$ cat src/rtl/mdu_pkg.sv
`default_nettype none
// ============================================================================
// Module      : mdu_pkg
// Description : Shared MDU definitions. Holds the RISC-V M-extension funct3
//               encodings and the writeback entry layout {rd, data}.
// Revision    : 1.0 - initial release
// ============================================================================
package mdu_pkg;

    // funct3 encodings for the M extension
    localparam logic [2:0] F3_MUL    = 3'b000;
    localparam logic [2:0] F3_MULH   = 3'b001;
    localparam logic [2:0] F3_MULHSU = 3'b010;
    localparam logic [2:0] F3_MULHU  = 3'b011;
    localparam logic [2:0] F3_DIV    = 3'b100;
    localparam logic [2:0] F3_DIVU   = 3'b101;
    localparam logic [2:0] F3_REM    = 3'b110;
    localparam logic [2:0] F3_REMU   = 3'b111;

    // Default result width of the datapath
    localparam int MDU_DATA_WIDTH = 32;

    // Writeback entry. The FIFO stores entries in this same {rd, data} order.
    typedef struct packed {
        logic [4:0]                rd;
        logic [MDU_DATA_WIDTH-1:0] data;
    } mdu_wb_entry_t;

endpackage
`default_nettype wire

$ cat src/rtl/mdu_wb_fifo.sv
`default_nettype none
// ============================================================================
// Module      : mdu_wb_fifo
// Description : 2-write / 1-read circular buffer for MDU writebacks.
//               Port 0 (DIV) is written before port 1 (MUL) when both are
//               accepted. When capacity is short, port 1 is dropped first.
// Ports       : clk, rst            - clock, synchronous active-high reset
//               i_push0_*           - DIV entry (valid, rd, data)
//               i_push1_*           - MUL entry (valid, rd, data)
//               i_pop               - remove head entry (ignored when empty)
//               o_head_*            - head entry, zero when empty
//               o_count_next        - occupancy after this cycle's updates
//               o_drop              - a push was refused this cycle
// Revision    : 1.0 - initial release
// ============================================================================
module mdu_wb_fifo
    import mdu_pkg::*;
#(
    parameter int DATA_WIDTH = 32,
    parameter int FIFO_DEPTH = 4
) (
    input  wire logic                              clk,
    input  wire logic                              rst,
    input  wire logic                              i_push0_valid,
    input  wire logic [4:0]                        i_push0_rd,
    input  wire logic [DATA_WIDTH-1:0]             i_push0_data,
    input  wire logic                              i_push1_valid,
    input  wire logic [4:0]                        i_push1_rd,
    input  wire logic [DATA_WIDTH-1:0]             i_push1_data,
    input  wire logic                              i_pop,
    output logic                                   o_head_valid,
    output logic [4:0]                             o_head_rd,
    output logic [DATA_WIDTH-1:0]                  o_head_data,
    output logic [$clog2(FIFO_DEPTH):0]            o_count_next,
    output logic                                   o_drop
);

    localparam int c_PTR_W = $clog2(FIFO_DEPTH);
    localparam int c_CNT_W = c_PTR_W + 1;

    logic [4:0]            r_rd   [FIFO_DEPTH];
    logic [DATA_WIDTH-1:0] r_data [FIFO_DEPTH];
    logic [c_PTR_W-1:0]    r_wptr;
    logic [c_PTR_W-1:0]    r_rptr;
    logic [c_CNT_W-1:0]    r_count;

    logic                  w_pop;
    logic [c_CNT_W-1:0]    w_free;
    logic                  w_acc0;
    logic                  w_acc1;
    logic [c_PTR_W-1:0]    w_wptr1;
    logic [c_CNT_W-1:0]    w_count_next;

    assign w_pop  = i_pop & (r_count != '0);

    // A pop in the same cycle frees its slot for this cycle's pushes.
    assign w_free = c_CNT_W'(FIFO_DEPTH) - r_count + c_CNT_W'(w_pop);

    // DIV only needs one free slot; MUL needs a slot beyond the DIV entry.
    assign w_acc0 = i_push0_valid & (w_free != '0);
    assign w_acc1 = i_push1_valid &
                    (i_push0_valid ? (w_free >= c_CNT_W'(2)) : (w_free != '0));

    assign w_wptr1      = r_wptr + c_PTR_W'(w_acc0);
    assign w_count_next = r_count + c_CNT_W'(w_acc0) + c_CNT_W'(w_acc1)
                          - c_CNT_W'(w_pop);

    assign o_drop       = (i_push0_valid & ~w_acc0) | (i_push1_valid & ~w_acc1);
    assign o_count_next = w_count_next;

    assign o_head_valid = (r_count != '0);
    assign o_head_rd    = o_head_valid ? r_rd[r_rptr]   : 5'd0;
    assign o_head_data  = o_head_valid ? r_data[r_rptr] : '0;

    always_ff @(posedge clk) begin
        if (rst) begin
            r_wptr  <= '0;
            r_rptr  <= '0;
            r_count <= '0;
        end else begin
            r_wptr  <= r_wptr + c_PTR_W'(w_acc0) + c_PTR_W'(w_acc1);
            r_rptr  <= r_rptr + c_PTR_W'(w_pop);
            r_count <= w_count_next;
        end
    end

    // Storage carries no reset; occupancy alone decides what is valid.
    always_ff @(posedge clk) begin
        if (w_acc0) begin
            r_rd[r_wptr]   <= i_push0_rd;
            r_data[r_wptr] <= i_push0_data;
        end
        if (w_acc1) begin
            r_rd[w_wptr1]   <= i_push1_rd;
            r_data[w_wptr1] <= i_push1_data;
        end
    end

endmodule
`default_nettype wire

$ cat src/rtl/mdu_wb_merge.sv
`default_nettype none
// ============================================================================
// Module      : mdu_wb_merge
// Description : Merges MUL and DIV completions into a single register-file
//               writeback stream. Selects the architectural result word,
//               discards x0 writes, buffers in mdu_wb_fifo and drains one
//               entry per cycle under wb_valid/wb_ready.
// Ports       : clk, rst            - clock, synchronous active-high reset
//               mul_done_*, mul_product        - MUL completion
//               div_done_*, div_quot, div_rem  - DIV/REM completion
//               wb_ready / wb_valid, wb_rd, wb_data - writeback handshake
//               stall_issue         - registered hint to hold MDU issue
//               overflow            - sticky: a completion was dropped
// Options     : MDU_WB_BYPASS_EN - when defined, a completion arriving at an
//               empty buffer is presented on wb_* in the same cycle.
// Revision    : 1.0 - initial release
// ============================================================================
module mdu_wb_merge
    import mdu_pkg::*;
#(
    parameter int DATA_WIDTH   = 32,
    parameter int FIFO_DEPTH   = 4,
    parameter int STALL_THRESH = 2
) (
    input  wire logic                    clk,
    input  wire logic                    rst,
    input  wire logic                    mul_done_valid,
    input  wire logic [2:0]              mul_done_funct3,
    input  wire logic [4:0]              mul_done_rd,
    input  wire logic [2*DATA_WIDTH-1:0] mul_product,
    input  wire logic                    div_done_valid,
    input  wire logic [2:0]              div_done_funct3,
    input  wire logic [4:0]              div_done_rd,
    input  wire logic [DATA_WIDTH-1:0]   div_quot,
    input  wire logic [DATA_WIDTH-1:0]   div_rem,
    input  wire logic                    wb_ready,
    output logic                         wb_valid,
    output logic [4:0]                   wb_rd,
    output logic [DATA_WIDTH-1:0]        wb_data,
    output logic                         stall_issue,
    output logic                         overflow
);

    localparam int c_CNT_W = $clog2(FIFO_DEPTH) + 1;

    logic                  w_mul_push;
    logic                  w_div_push;
    logic [DATA_WIDTH-1:0] w_mul_data;
    logic [DATA_WIDTH-1:0] w_div_data;
    logic                  w_fifo_push0;
    logic                  w_fifo_push1;
    logic                  w_fifo_pop;
    logic                  w_head_valid;
    logic [4:0]            w_head_rd;
    logic [DATA_WIDTH-1:0] w_head_data;
    logic                  w_show_head;
    logic [c_CNT_W-1:0]    w_count_next;
    logic                  w_drop;
    logic [31:0]           w_free_next;
    logic                  r_stall_issue;
    logic                  r_overflow;

    // Result select; MULH/MULHSU/MULHU all return the upper product word.
    assign w_mul_data = (mul_done_funct3 == F3_MUL) ? mul_product[DATA_WIDTH-1:0]
                                                     : mul_product[2*DATA_WIDTH-1:DATA_WIDTH];
    assign w_div_data = ((div_done_funct3 == F3_REM) || (div_done_funct3 == F3_REMU))
                        ? div_rem : div_quot;

    // Writes to x0 have no architectural effect and never occupy the buffer.
    assign w_mul_push = mul_done_valid & (mul_done_rd != 5'd0);
    assign w_div_push = div_done_valid & (div_done_rd != 5'd0);

    // The buffer head is hidden while reset is asserted so nothing retires
    // in the reset cycle.
    assign w_show_head = w_head_valid & ~rst;

`ifdef MDU_WB_BYPASS_EN
    logic                  r_post_rst;
    logic                  w_byp_en;
    logic                  w_byp_take;
    logic [4:0]            w_byp_rd;
    logic [DATA_WIDTH-1:0] w_byp_data;

    // Blocks the same-cycle path during reset and the cycle right after it.
    always_ff @(posedge clk) begin
        r_post_rst <= rst;
    end

    // DIV wins the bypass slot when both complete; MUL then goes to the buffer.
    assign w_byp_en   = ~rst & ~r_post_rst & ~w_head_valid & (w_div_push | w_mul_push);
    assign w_byp_rd   = w_div_push ? div_done_rd : mul_done_rd;
    assign w_byp_data = w_div_push ? w_div_data  : w_mul_data;
    assign w_byp_take = w_byp_en & wb_ready;

    assign w_fifo_push0 = w_div_push & ~(w_byp_take & w_div_push);
    assign w_fifo_push1 = w_mul_push & ~(w_byp_take & ~w_div_push);

    assign wb_valid = w_show_head | w_byp_en;
    assign wb_rd    = w_show_head ? w_head_rd   : (w_byp_en ? w_byp_rd   : 5'd0);
    assign wb_data  = w_show_head ? w_head_data : (w_byp_en ? w_byp_data : '0);
`else
    assign w_fifo_push0 = w_div_push;
    assign w_fifo_push1 = w_mul_push;

    assign wb_valid = w_show_head;
    assign wb_rd    = w_show_head ? w_head_rd   : 5'd0;
    assign wb_data  = w_show_head ? w_head_data : '0;
`endif

    assign w_fifo_pop = w_show_head & wb_ready;

    mdu_wb_fifo #(
        .DATA_WIDTH (DATA_WIDTH),
        .FIFO_DEPTH (FIFO_DEPTH)
    ) u_fifo (
        .clk           (clk),
        .rst           (rst),
        .i_push0_valid (w_fifo_push0),
        .i_push0_rd    (div_done_rd),
        .i_push0_data  (w_div_data),
        .i_push1_valid (w_fifo_push1),
        .i_push1_rd    (mul_done_rd),
        .i_push1_data  (w_mul_data),
        .i_pop         (w_fifo_pop),
        .o_head_valid  (w_head_valid),
        .o_head_rd     (w_head_rd),
        .o_head_data   (w_head_data),
        .o_count_next  (w_count_next),
        .o_drop        (w_drop)
    );

    assign w_free_next = 32'(FIFO_DEPTH) - 32'(w_count_next);

    always_ff @(posedge clk) begin
        if (rst) begin
            r_stall_issue <= 1'b0;
            r_overflow    <= 1'b0;
        end else begin
            r_stall_issue <= (w_free_next <= 32'(STALL_THRESH));
            r_overflow    <= r_overflow | w_drop;
        end
    end

    assign stall_issue = r_stall_issue;
    assign overflow    = r_overflow;

endmodule
`default_nettype wire

$ cat config.mk
export PLATFORM = sky130hd
export DESIGN_NAME = mdu_wb_merge
export DESIGN_NICKNAME = d
export VERILOG_FILES = /design/src/rtl/mdu_pkg.sv /design/src/rtl/mdu_wb_fifo.sv /design/src/rtl/mdu_wb_merge.sv
export SDC_FILE = /design/constraint.sdc
export NUM_CORES = 1
export LEC_CHECK = 0
export CORE_MARGIN = 4
export CORE_UTILIZATION = 50
export DETAILED_ROUTE_END_ITERATION = 10
export PLACE_DENSITY = 0.78
export SYNTH_ARGS = -nofsm -noshare
export SYNTH_HDL_FRONTEND = slang
export SYNTH_HIERARCHICAL = 1
export SYNTH_SLANG_ARGS = --single-unit
$ cat constraint.sdc
create_clock -name clk -period 8 [get_ports clk]
set_input_delay 1.6 -clock clk [delete_from_list [all_inputs] [get_ports clk]]
set_output_delay 1.6 -clock clk [all_outputs]
set_load 0.05 [all_outputs]
==> results.yml <==
route:
  drt_iter0_drc: 350
  drc: 0
  dr_total_vias: 5682
  dr.pass1.iters: 7
  avgRoutedWirePerCell_um: 21.5
  routed_wirelength_um: 21700
  ant_nets: 0
  vias_per_cell: 5.62
floorplanning:
  core-area_sq_um: 18100
  ios: 189
  dieArea_sq_um: 20800
  die_w_um: 144
  die_h_um: 144
  initial_utilization_pct: 51.2
  rows: 49
power_and_ir_drop:
  p_per_area_nw_per_um2: 327
  leakage_nw: 4.25
  max-vdd-ir-drop_uv: 176
place:
  dp_slack_ns: 1.28
  place_area_sq_um: 11400
  gp_congestion: 0.751
  place_hpwl_um: 13400
  port_buffers: 187
synth:
  avgSynthCellArea_sq_um: 15.8
  synth-seq-area-share_pct: 49.9
  synthesis.nets: 746
  async_flop_share_pct: 0
  syn-instance-count: 587
  synthTopCellsByCount: "171 x mux2_2, 148 x edfxtp_1, 75 x and2_1"
  synth_edf_count: 148
  synthDominantCellAreaShare_pct: 48.0
  synth_warnings: 6
  syn-cell-area_sq_um: 9260
  ys_ff_latch: 157
  yosys.cell_count.top_type: "mux2_2"
  yosys.area.top_type: "edfxtp_1"
  synth_area_leaders: "edfxtp_1 48%, mux2_2 21%, mux4_2 9.0%"
  synth_cell_types: 36
  synthFlopType: "edfxtp_1"
global_route:
  gr-total-overflow: 0
  antenna_found_initial: 0
  track_usage_pct: 21.7
  grt_max_degree: 40
  grt_pass1_vias: 6207
  grt_first_pass_wirelength_um: 33700
layout:
  final_layout_size_suffix_gt1_share_pct: 38.7
  layout.area.seq_sq_um: 4630
  multiInputGateArea_sq_um: 4430
  finalNetCount: 928
  design_area_sq_um: 12000
  fillers: 1285
  area_growth_pct: 29.4
  n_antenna_cell: 0
sta:
  finalCritPeriodShare_pct: 78.1
  rsz0062_at_grt: "no"
  hold_viol: 0
  timing.fmax_mhz: 160
  clock_skew_ns: 0.00790
  setup_tns_ns: 0
  setup_ws_ns: 1.75
  slew_headroom_pct: 25.4
  post-route-min-period_ns: 6.25
  slew_viol_final: 0
  setup-violations-final: 0
  worstMarginPinSlew_ns: 1.12
worst_setup_path:
  slowest_stage: "clkdlybuf4s50_1"
  critical_path.cell_chain: "clkdlybuf4s50_1, nor2b_4, buf_4, and2_1, nand2_1, ha_1, inv_1, ha_1, xor2_2, o31ai_1, buf_4, ha_1, xor2_1, ha_1, o21bai_1, fa_1, inv_1, ha_1, or2_2, a221oi_1"
  cp-start-kind: "input pin"
  crit_type: "input pin to flip-flop"
  max_stage_delay_ns: 0.62
  critPathMostFrequentCell: "ha_1"
  path_max_fanout: 39
  crit_required_ns: 8.33
  worst_setup_path_end_kind: "flip-flop"
  worst_ep_arrival_time_ns: 6.57
clock_network:
  cts_resized: 0
  cts_num_sinks: 157
  numCtsBuffers: 17
  cts_hold_buf: 0
  clkTransAtPathRegs_ns: 0.06
  cts_buffer_depth: 2
  htreeDepth: 4
  postCtsSetupBuffers: 0
  clk_latency_ns: 0.42
  cts_root_buf: "clkbuf_16"
  cts_tree: "done"
run_status:
  outcome: "completed"
min_path:
  hold_class: "flip-flop to flip-flop"
run:
  cap_violations: 0
flip-flops by register name, summed over array words and instances (netlist names):
signal,count
u_fifo/r_wptr,2
u_fifo/r_data,128
stall_issue,1
u_fifo/r_rd,20
u_fifo/r_count,3
u_fifo/r_rptr,2
overflow,1
report_power, final:
part           leakage [nW]  internal, W  total [W]  switching, W
logic                  2.50     0.000766    0.00168      0.000917
clock network         0.306     0.000548   0.000859      0.000311
registers              1.45      0.00130    0.00137     0.0000740
worst max-delay path: cells and delay by family:
family | cells | cell delay [ns]
adders and majority gates | 6 | 1.66
buffers and inverters | 5 | 1.34
and+or+nand+nor | 4 | 0.73
xor gates and xnor gates | 2 | 0.69
AOI/OAI and AO/OA | 3 | 0.55
cell families after synthesis:
kind of cell    Yosys count  share of synthesized area, %
fa+ha+maj                10                          1.43
xor+xnor                  8                         0.919
buf+inv                  48                          3.24
flops                   157                          49.9
mux                     249                          36.3
compound gates           17                          1.53
simple gates             98                          6.62
cells in the final DEF (no fill, tap or decap), types with 3 or more instances in the layout:
cell type,n
clkinv_1,3
edfxtp_1,148
xnor2_1,4
nor2b_1,6
clkdlybuf4s50_1,187
mux2_1,3
mux4_2,37
buf_4,14
mux2_2,171
clkbuf_16,17
mux2_4,38
ha_1,9
o21ai_4,3
clkinv_2,4
and2_1,75
dfxtp_1,7
nand2_1,4
bufinv_16,5
nor2_1,4
inv_1,10
cell type report:
class,instances,share of cell area (%)
flip-flops and latches,157,38.6
multi-input cells,382,37.0
clock buffers,18,3.58
well taps,229,2.39
inverters,10,0.313
repair buffers,201,16.5
clock inverters,14,1.65
layer usage:
layer | up-vias | global-route usage, % | wire, um | part of all wire (%)
met4 | 0 | 5.35 | 116 | 0.53
met5 | - | 0 | 0 | 0
li1 | 2627 | - | - | -
met1 | 2840 | 28.0 | 8990 | 41
met2 | 203 | 37.6 | 11000 | 51
met3 | 12 | 4.43 | 1640 | 7.5
worst paths after layout:
kind	from	to	slack [ns]	cells after the start
hold / removal	overflow	overflow	0.46	2
setup reg to reg	u_fifo/r_count[2]	stall_issue	2.96	20
hold reg to reg	overflow	overflow	0.46	2
setup / recovery	rst	stall_issue	1.75	20
through the flow:
stage | total power (W) | util, % | instances | hold slack, ns
after CTS | 0.00395 | 66.3 | 1011 | 0.465
after detailed placement | 0.00309 | 62.8 | 979 | 0.455
final | 0.00391 | 66.3 | 1011 | 0.461
after floorplan | 0.00258 | - | 587 | 0.554
after global routing | 0.00412 | 66.3 | 1011 | 0.521
after global placement | 0.00303 | 62.8 | 979 | 0.450
(Power assumes the default switching activity.)
